--- config.mk ---
export PLATFORM = sky130hd
export DESIGN_NAME = multicycle_ctrl_flat
export DESIGN_NICKNAME = d
export VERILOG_FILES = /design/src/rtl/multicycle_ctrl_pkg.sv /design/src/rtl/multicycle_ctrl_if.sv /design/src/rtl/multicycle_ctrl_mem_wdog.sv /design/src/rtl/multicycle_ctrl.sv /design/src/flat_wrapper.sv
export SDC_FILE = /design/constraint.sdc
export NUM_CORES = 1
export LEC_CHECK = 0
export ABC_AREA = 1
export BUFFER_PORTS_ARGS = -buffer_cell sky130_fd_sc_hd__buf_2
export CAP_MARGIN = 30
export CORE_UTILIZATION = 53
export CTS_BUF_LIST = sky130_fd_sc_hd__clkbuf_4 sky130_fd_sc_hd__clkbuf_8
export CTS_CLUSTER_DIAMETER = 30
export CTS_CLUSTER_SIZE = 16
export DETAILED_ROUTE_END_ITERATION = 8
export PLACE_DENSITY_LB_ADDON = 0.1
export SETUP_SLACK_MARGIN = 0.5
export SLEW_MARGIN = 15
export SYNTH_ARGS = -nofsm -noshare
export SYNTH_HDL_FRONTEND = slang
export SYNTH_SLANG_ARGS = --single-unit
export TNS_END_PERCENT = 10
--- constraint.sdc ---
create_clock -name clk -period 1.8 [get_ports clk]
set_clock_uncertainty 0.15 [all_clocks]
set_input_delay 0.09 -clock clk [delete_from_list [all_inputs] [get_ports clk]]
set_output_delay 0.09 -clock clk [all_outputs]
set_load 0.02 [all_outputs]
--- src/rtl/multicycle_ctrl_pkg.sv ---
// Shared types and encodings for the multi-cycle CPU sequencer.
package multicycle_ctrl_pkg;

  localparam int W_CPU        = 32;
  localparam int W_MEM_CMD    = 2;
  localparam int W_PC_SRC     = 2;
  localparam int W_CTRL_STATE = 3;

  localparam logic [W_MEM_CMD-1:0] MEM_NOP   = 2'd0;
  localparam logic [W_MEM_CMD-1:0] MEM_READ  = 2'd1;
  localparam logic [W_MEM_CMD-1:0] MEM_WRITE = 2'd2;

  localparam logic ADDR_SEL_PC  = 1'b0;
  localparam logic ADDR_SEL_ALU = 1'b1;

  localparam logic [5:0] OP_ZERO = 6'h00;
  localparam logic [5:0] F_BREAK = 6'h0D;

  typedef enum logic [W_CTRL_STATE-1:0] {
    S_IDLE   = 3'd0,
    S_FETCH  = 3'd1,
    S_DECODE = 3'd2,
    S_EXEC   = 3'd3,
    S_MEM    = 3'd4,
    S_WB     = 3'd5,
    S_HALT   = 3'd6,
    S_FAULT  = 3'd7
  } ctrl_state_e;

  // BREAK is an R-type (opcode zero) with the BREAK function code.
  function automatic logic is_break(input logic [W_CPU-1:0] inst);
    return (inst[31:26] == OP_ZERO) && (inst[5:0] == F_BREAK);
  endfunction

endpackage

--- src/rtl/multicycle_ctrl_if.sv ---
// Bundle of decode inputs, memory handshake and commit controls around the sequencer.
interface multicycle_ctrl_if;
  import multicycle_ctrl_pkg::*;

  logic [W_CPU-1:0]        inst;
  logic                    d_reg_wen;
  logic [W_MEM_CMD-1:0]    d_mem_cmd;
  logic [W_PC_SRC-1:0]     d_pc_src;
  logic                    mem_ack;
  logic                    mem_req;
  logic [W_MEM_CMD-1:0]    mem_cmd;
  logic                    mem_addr_sel;
  logic                    ir_wen;
  logic                    pc_wen;
  logic [W_PC_SRC-1:0]     pc_src;
  logic                    reg_wen;
  logic                    halted;
  logic                    fault;
  logic [W_CTRL_STATE-1:0] state;
  logic [31:0]             retired;

  modport master (
    input  inst, d_reg_wen, d_mem_cmd, d_pc_src, mem_ack,
    output mem_req, mem_cmd, mem_addr_sel, ir_wen, pc_wen, pc_src,
           reg_wen, halted, fault, state, retired
  );

  modport slave (
    output inst, d_reg_wen, d_mem_cmd, d_pc_src, mem_ack,
    input  mem_req, mem_cmd, mem_addr_sel, ir_wen, pc_wen, pc_src,
           reg_wen, halted, fault, state, retired
  );

endinterface

--- src/rtl/multicycle_ctrl_mem_wdog.sv ---
// Memory watchdog: counts consecutive unacknowledged request cycles and flags
// the cycle in which the MEM_TIMEOUT-th such cycle occurs. MEM_TIMEOUT=0 disables it.
module mem_wdog #(
  parameter int MEM_TIMEOUT = 16
) (
  input  logic clk,
  input  logic rst,
  input  logic clr,
  input  logic busy,
  output logic expired
);

  localparam int CW = (MEM_TIMEOUT < 2) ? 1 : $clog2(MEM_TIMEOUT + 1);
  localparam logic [CW-1:0] LAST = CW'((MEM_TIMEOUT > 0) ? (MEM_TIMEOUT - 1) : 0);

  logic [CW-1:0] cnt_q, cnt_d;

  // Next count: cleared when no wait is pending, saturates at the last legal value
  always_comb begin
    cnt_d = cnt_q;
    if (clr) begin
      cnt_d = '0;
    end else if (busy && (cnt_q != LAST)) begin
      cnt_d = cnt_q + CW'(1);
    end
  end

  // Count register
  always_ff @(posedge clk) begin
    if (rst) begin
      cnt_q <= '0;
    end else begin
      cnt_q <= cnt_d;
    end
  end

  assign expired = (MEM_TIMEOUT != 0) && busy && !clr && (cnt_q == LAST);

endmodule

--- src/rtl/multicycle_ctrl.sv ---
// Multi-cycle sequencer sharing one memory port between fetch and data access.
module multicycle_ctrl
  import multicycle_ctrl_pkg::*;
#(
  parameter int MEM_TIMEOUT = 16
) (
  input  logic               clk,
  input  logic               rst,
  multicycle_ctrl_if.master  bus
);

  ctrl_state_e state_q, state_d;
  logic [31:0] retired_q, retired_d;
  logic        mem_req;
  logic        wdog_busy;
  logic        wdog_expired;

  assign mem_req   = (state_q == S_FETCH) || (state_q == S_MEM);
  assign wdog_busy = mem_req && !bus.mem_ack;

  mem_wdog #(.MEM_TIMEOUT(MEM_TIMEOUT)) u_wdog (
    .clk     (clk),
    .rst     (rst),
    .clr     (!wdog_busy),
    .busy    (wdog_busy),
    .expired (wdog_expired)
  );

  // Next state, retire count and Moore-decoded outputs (ir_wen also looks at ack)
  always_comb begin
    state_d          = state_q;
    retired_d        = retired_q;
    bus.mem_cmd      = MEM_NOP;
    bus.mem_addr_sel = ADDR_SEL_PC;
    bus.ir_wen       = 1'b0;
    bus.pc_wen       = 1'b0;
    bus.pc_src       = '0;
    bus.reg_wen      = 1'b0;
    bus.halted       = 1'b0;
    bus.fault        = 1'b0;
    case (state_q)
      S_IDLE: state_d = S_FETCH;
      S_FETCH: begin
        bus.mem_cmd      = MEM_READ;
        bus.mem_addr_sel = ADDR_SEL_PC;
        bus.ir_wen       = bus.mem_ack;
        if (bus.mem_ack)       state_d = S_DECODE;
        else if (wdog_expired) state_d = S_FAULT;
      end
      S_DECODE: begin
        if (is_break(bus.inst)) begin
          state_d   = S_HALT;
          retired_d = retired_q + 32'd1;
        end else begin
          state_d = S_EXEC;
        end
      end
      S_EXEC: state_d = (bus.d_mem_cmd != MEM_NOP) ? S_MEM : S_WB;
      S_MEM: begin
        bus.mem_cmd      = bus.d_mem_cmd;
        bus.mem_addr_sel = ADDR_SEL_ALU;
        if (bus.mem_ack)       state_d = S_WB;
        else if (wdog_expired) state_d = S_FAULT;
      end
      S_WB: begin
        bus.reg_wen = bus.d_reg_wen;
        bus.pc_wen  = 1'b1;
        bus.pc_src  = bus.d_pc_src;
        retired_d   = retired_q + 32'd1;
        state_d     = S_FETCH;
      end
      S_HALT:  bus.halted = 1'b1;
      S_FAULT: bus.fault  = 1'b1;
      default: state_d = S_IDLE;
    endcase
  end

  // State and retired-counter registers
  always_ff @(posedge clk) begin
    if (rst) begin
      state_q   <= S_IDLE;
      retired_q <= '0;
    end else begin
      state_q   <= state_d;
      retired_q <= retired_d;
    end
  end

  assign bus.mem_req = mem_req;
  assign bus.state   = state_q;
  assign bus.retired = retired_q;

endmodule
--- src/flat_wrapper.sv ---
// flat-port wrapper written by rule: the top's interface ports become plain ports
module multicycle_ctrl_flat import multicycle_ctrl_pkg::*;
#(
  parameter int MEM_TIMEOUT = 16
)
  (clk, rst, bus_inst, bus_d_reg_wen, bus_d_mem_cmd, bus_d_pc_src, bus_mem_ack, bus_mem_req, bus_mem_cmd, bus_mem_addr_sel, bus_ir_wen, bus_pc_wen, bus_pc_src, bus_reg_wen, bus_halted, bus_fault, bus_state, bus_retired);
  multicycle_ctrl_if bus_i ();
  input  logic clk;
  input  logic rst;
  input wire logic [$bits(bus_i.inst)-1:0] bus_inst;
  input wire logic [$bits(bus_i.d_reg_wen)-1:0] bus_d_reg_wen;
  input wire logic [$bits(bus_i.d_mem_cmd)-1:0] bus_d_mem_cmd;
  input wire logic [$bits(bus_i.d_pc_src)-1:0] bus_d_pc_src;
  input wire logic [$bits(bus_i.mem_ack)-1:0] bus_mem_ack;
  output wire logic [$bits(bus_i.mem_req)-1:0] bus_mem_req;
  output wire logic [$bits(bus_i.mem_cmd)-1:0] bus_mem_cmd;
  output wire logic [$bits(bus_i.mem_addr_sel)-1:0] bus_mem_addr_sel;
  output wire logic [$bits(bus_i.ir_wen)-1:0] bus_ir_wen;
  output wire logic [$bits(bus_i.pc_wen)-1:0] bus_pc_wen;
  output wire logic [$bits(bus_i.pc_src)-1:0] bus_pc_src;
  output wire logic [$bits(bus_i.reg_wen)-1:0] bus_reg_wen;
  output wire logic [$bits(bus_i.halted)-1:0] bus_halted;
  output wire logic [$bits(bus_i.fault)-1:0] bus_fault;
  output wire logic [$bits(bus_i.state)-1:0] bus_state;
  output wire logic [$bits(bus_i.retired)-1:0] bus_retired;
  assign bus_i.inst = bus_inst;
  assign bus_i.d_reg_wen = bus_d_reg_wen;
  assign bus_i.d_mem_cmd = bus_d_mem_cmd;
  assign bus_i.d_pc_src = bus_d_pc_src;
  assign bus_i.mem_ack = bus_mem_ack;
  assign bus_mem_req = bus_i.mem_req;
  assign bus_mem_cmd = bus_i.mem_cmd;
  assign bus_mem_addr_sel = bus_i.mem_addr_sel;
  assign bus_ir_wen = bus_i.ir_wen;
  assign bus_pc_wen = bus_i.pc_wen;
  assign bus_pc_src = bus_i.pc_src;
  assign bus_reg_wen = bus_i.reg_wen;
  assign bus_halted = bus_i.halted;
  assign bus_fault = bus_i.fault;
  assign bus_state = bus_i.state;
  assign bus_retired = bus_i.retired;
  multicycle_ctrl #(.MEM_TIMEOUT(MEM_TIMEOUT)) u_core (.clk(clk), .rst(rst), .bus(bus_i));
endmodule
==> impl_metrics.ini <==
[run_status]
status = complete, no violations

[pwr]
max-vdd-ir-drop_mv = 0.520
pwr_density_cell_nw_per_um2 = 685
p_leak_nw = 1.69

[global_route]
globalRouteMet3Util_pct = 5.39
track_usage_pct = 31.5
use_met1_pct = 39.9
grt_overflow = 0
first_global_vias = 3007
busiest_layer = met2
grt_max_degree = 23
grt_pass1_wl_mm = 13.2
use_met2_pct = 53.2
antenna_found_initial = 0

[routing]
ant_nets = 0
drt-wirelength-per-cell_um = 13.7
wirelength_mm = 8.57
first_pass_iters = 5
drcViolationCount = 0
num_vias = 3378
viasPerCell = 5.41
drtIter0Drc = 270

[yosys]
synth_ff_type = dfxtp_1
yosys.area.top_type = dfxtp_1
syn_area_um2 = 2680
synth-edff-count = 0
synth_area_leaders = dfxtp_1 (30%), nand2_1 (24%), nor2_1 (12%)
synth_cells = 466
synth_cell_types = 27
synth_top_area_share_pct = 29.9
synth_nets = 509
yosysSeqAreaShare_pct = 29.9
async_flop_share_pct = 0
avgSynthCellArea_um2 = 5.74
synth_warnings = 0
ys_seq_elements = 40

[clock_network]
cts_sinks = 40
clockBufferDepth = 2
cts_inserted_buffers = 5
htree_levels = 2
clk_latency_ps = 300
path_clk_slew_ps = 80
cts-root-buf = clkbuf_8
cts_tree = yes

[timing]
finalCritPeriodShare_pct = 92.2
fin_setup_tns_ps = 0
rsz0062_at_grt = yes
tightest_slew_ps = 344
drv_slew = 0
setup_viol = 0
fin_hold_ws_ps = 39.6
worst_slack_ps = 140
relSlewSlack_pct = 77.0
hold_violations = 0
maxClockFrequency_mhz = 603
period_needed_ps = 1660

[place]
io_buffers = 65
hpwl_mm = 5.34
placedCellCount = 593
gp_congestion = 1.01
dp_slack_ps = 161

[floorplan]
placementRows = 25
die_w_um = 73.0
start_util_pct = 55.9
core_area_um2 = 4790
io_pins = 86
die_h_um = 73.0
dieArea_um2 = 5340

[final_layout]
syn_to_final_growth_pct = 43.2
final_cells = 624
drive_above_1_share_pct = 38.1
layout_commonest_cell = nand2_1
mostFrequentLayoutCells = nand2_1 (149), buf_2 (64), nor2_1 (51), inv_1 (48), a21oi_1 (34)
fin_nets = 599
num-fill-cells = 338
antennaDiodeCount = 0

[setup_path]
critPathMaxFanout = 6
start_kind = flop
crit_buf_inv = 0
crit_path_end_kind = flop
critPathMaxStageDelay_ps = 400
required_ps = 1870
critPathTopFamily = simple AND/OR/NAND/NOR gates
cp_cell_sequence = nand2_1 > nor2_4 > nand2_2 > nor2_4 > xor2_1 > nand2_1 > a21oi_1
path_class = reg2reg
crit_path_top_delay_cell = dfxtp_4
cp_data_arrival_time_ps = 1730

[worst_hold_path]
hp-class = in2reg

[run]
max_cap_violations = 0
## cells in the mapped netlist, types with 2 or more instances
cell type  instances
a21oi_1           35
inv_2              3
ha_1               3
inv_1             52
dfxtp_1           40
nand2_2            2
nor2_1            82
o21ai_0            7
clkbuf_1           3
o21ai_1            3
nor2_2             5
nor3_1             3
xor2_1             8
nand2_1          169
nor3b_1            3
nand4_1            5
nand3_1           28
nand3_2            3
buf_4              4
## power by group
part           switching, W  internal (W)
logic              0.000541      0.000323
clock network      0.000326      0.000410
registers         0.0000984      0.000927
## per-layer routing
metal / wire, um / vias up
met1: 3540 / 1553
met2: 4200 / 159
met5: 0 / -
li1: - / 1640
met4: 206 / 0
met3: 631 / 26
## registers in the layout (all words and copies together), names as in the netlist
| register | cells |
|---|---|
| u_core.bus.state | 3 |
| u_core.u_wdog.cnt_q | 5 |
| u_core.bus.retired | 32 |
## stage by stage
stage	total power (W)	instance area [um^2]	utilization [%]
final	0.00263	3830	80.1
after global routing	0.00274	3830	80.1
after CTS	0.00256	3610	75.3
after detailed placement	0.00170	3160	66.1
after global placement	0.00169	3160	66.1
after floorplan	0.00153	2790	-
## cell families after synthesis
logic type,Yosys count,synth area share [%]
XOR/XNOR,9,2.95
AND/OR/NAND/NOR,303,46.8
AO/OA/AOI/OAI,47,9.03
adder cells (fa/ha/maj),3,1.40
buffers and inverters,64,9.87
flip-flops,40,29.9
## area by class of cell
type,count,area (um^2),area share (%)
tap,67,83.8,2.19
sequential,40,876,22.9
timing repair buffer,91,574,15.0
clock inverter,3,42.5,1.11
inverter,55,216,5.65
multi-input combinational,363,1970,51.4
clock buffer,5,68.8,1.80
## worst paths after layout
check / start / endpoint / slack, ps / depth (start not counted)
hold reg to reg: u_core.bus.retired[26] / u_core.bus.retired[26] / 350 / 2
hold / removal: bus_mem_ack / u_core.bus.state[1] / 40 / 5
setup / recovery: u_core.bus.retired[11] / u_core.bus.retired[15] / 140 / 7
setup reg to reg: u_core.bus.retired[11] / u_core.bus.retired[15] / 140 / 7
## what timing repair did
action	CTS	global route
pin swaps	13	16
endpoints found under the setup margin	50	51
setup buffers	11	9
cloned	2	0
hold endpoints to repair	2	0
resized for setup	56	47
hold buffers	1	0
## worst reg2reg max path, stage by stage, from the launching register on
cell and delay, ps:
dfxtp_4 400, nand2_1 140, nor2_4 160, nand2_2 100, nor2_4 150, xor2_1 230
nand2_1 100, a21oi_1 160
No activity file was read; power rests on OpenSTA's default activity.
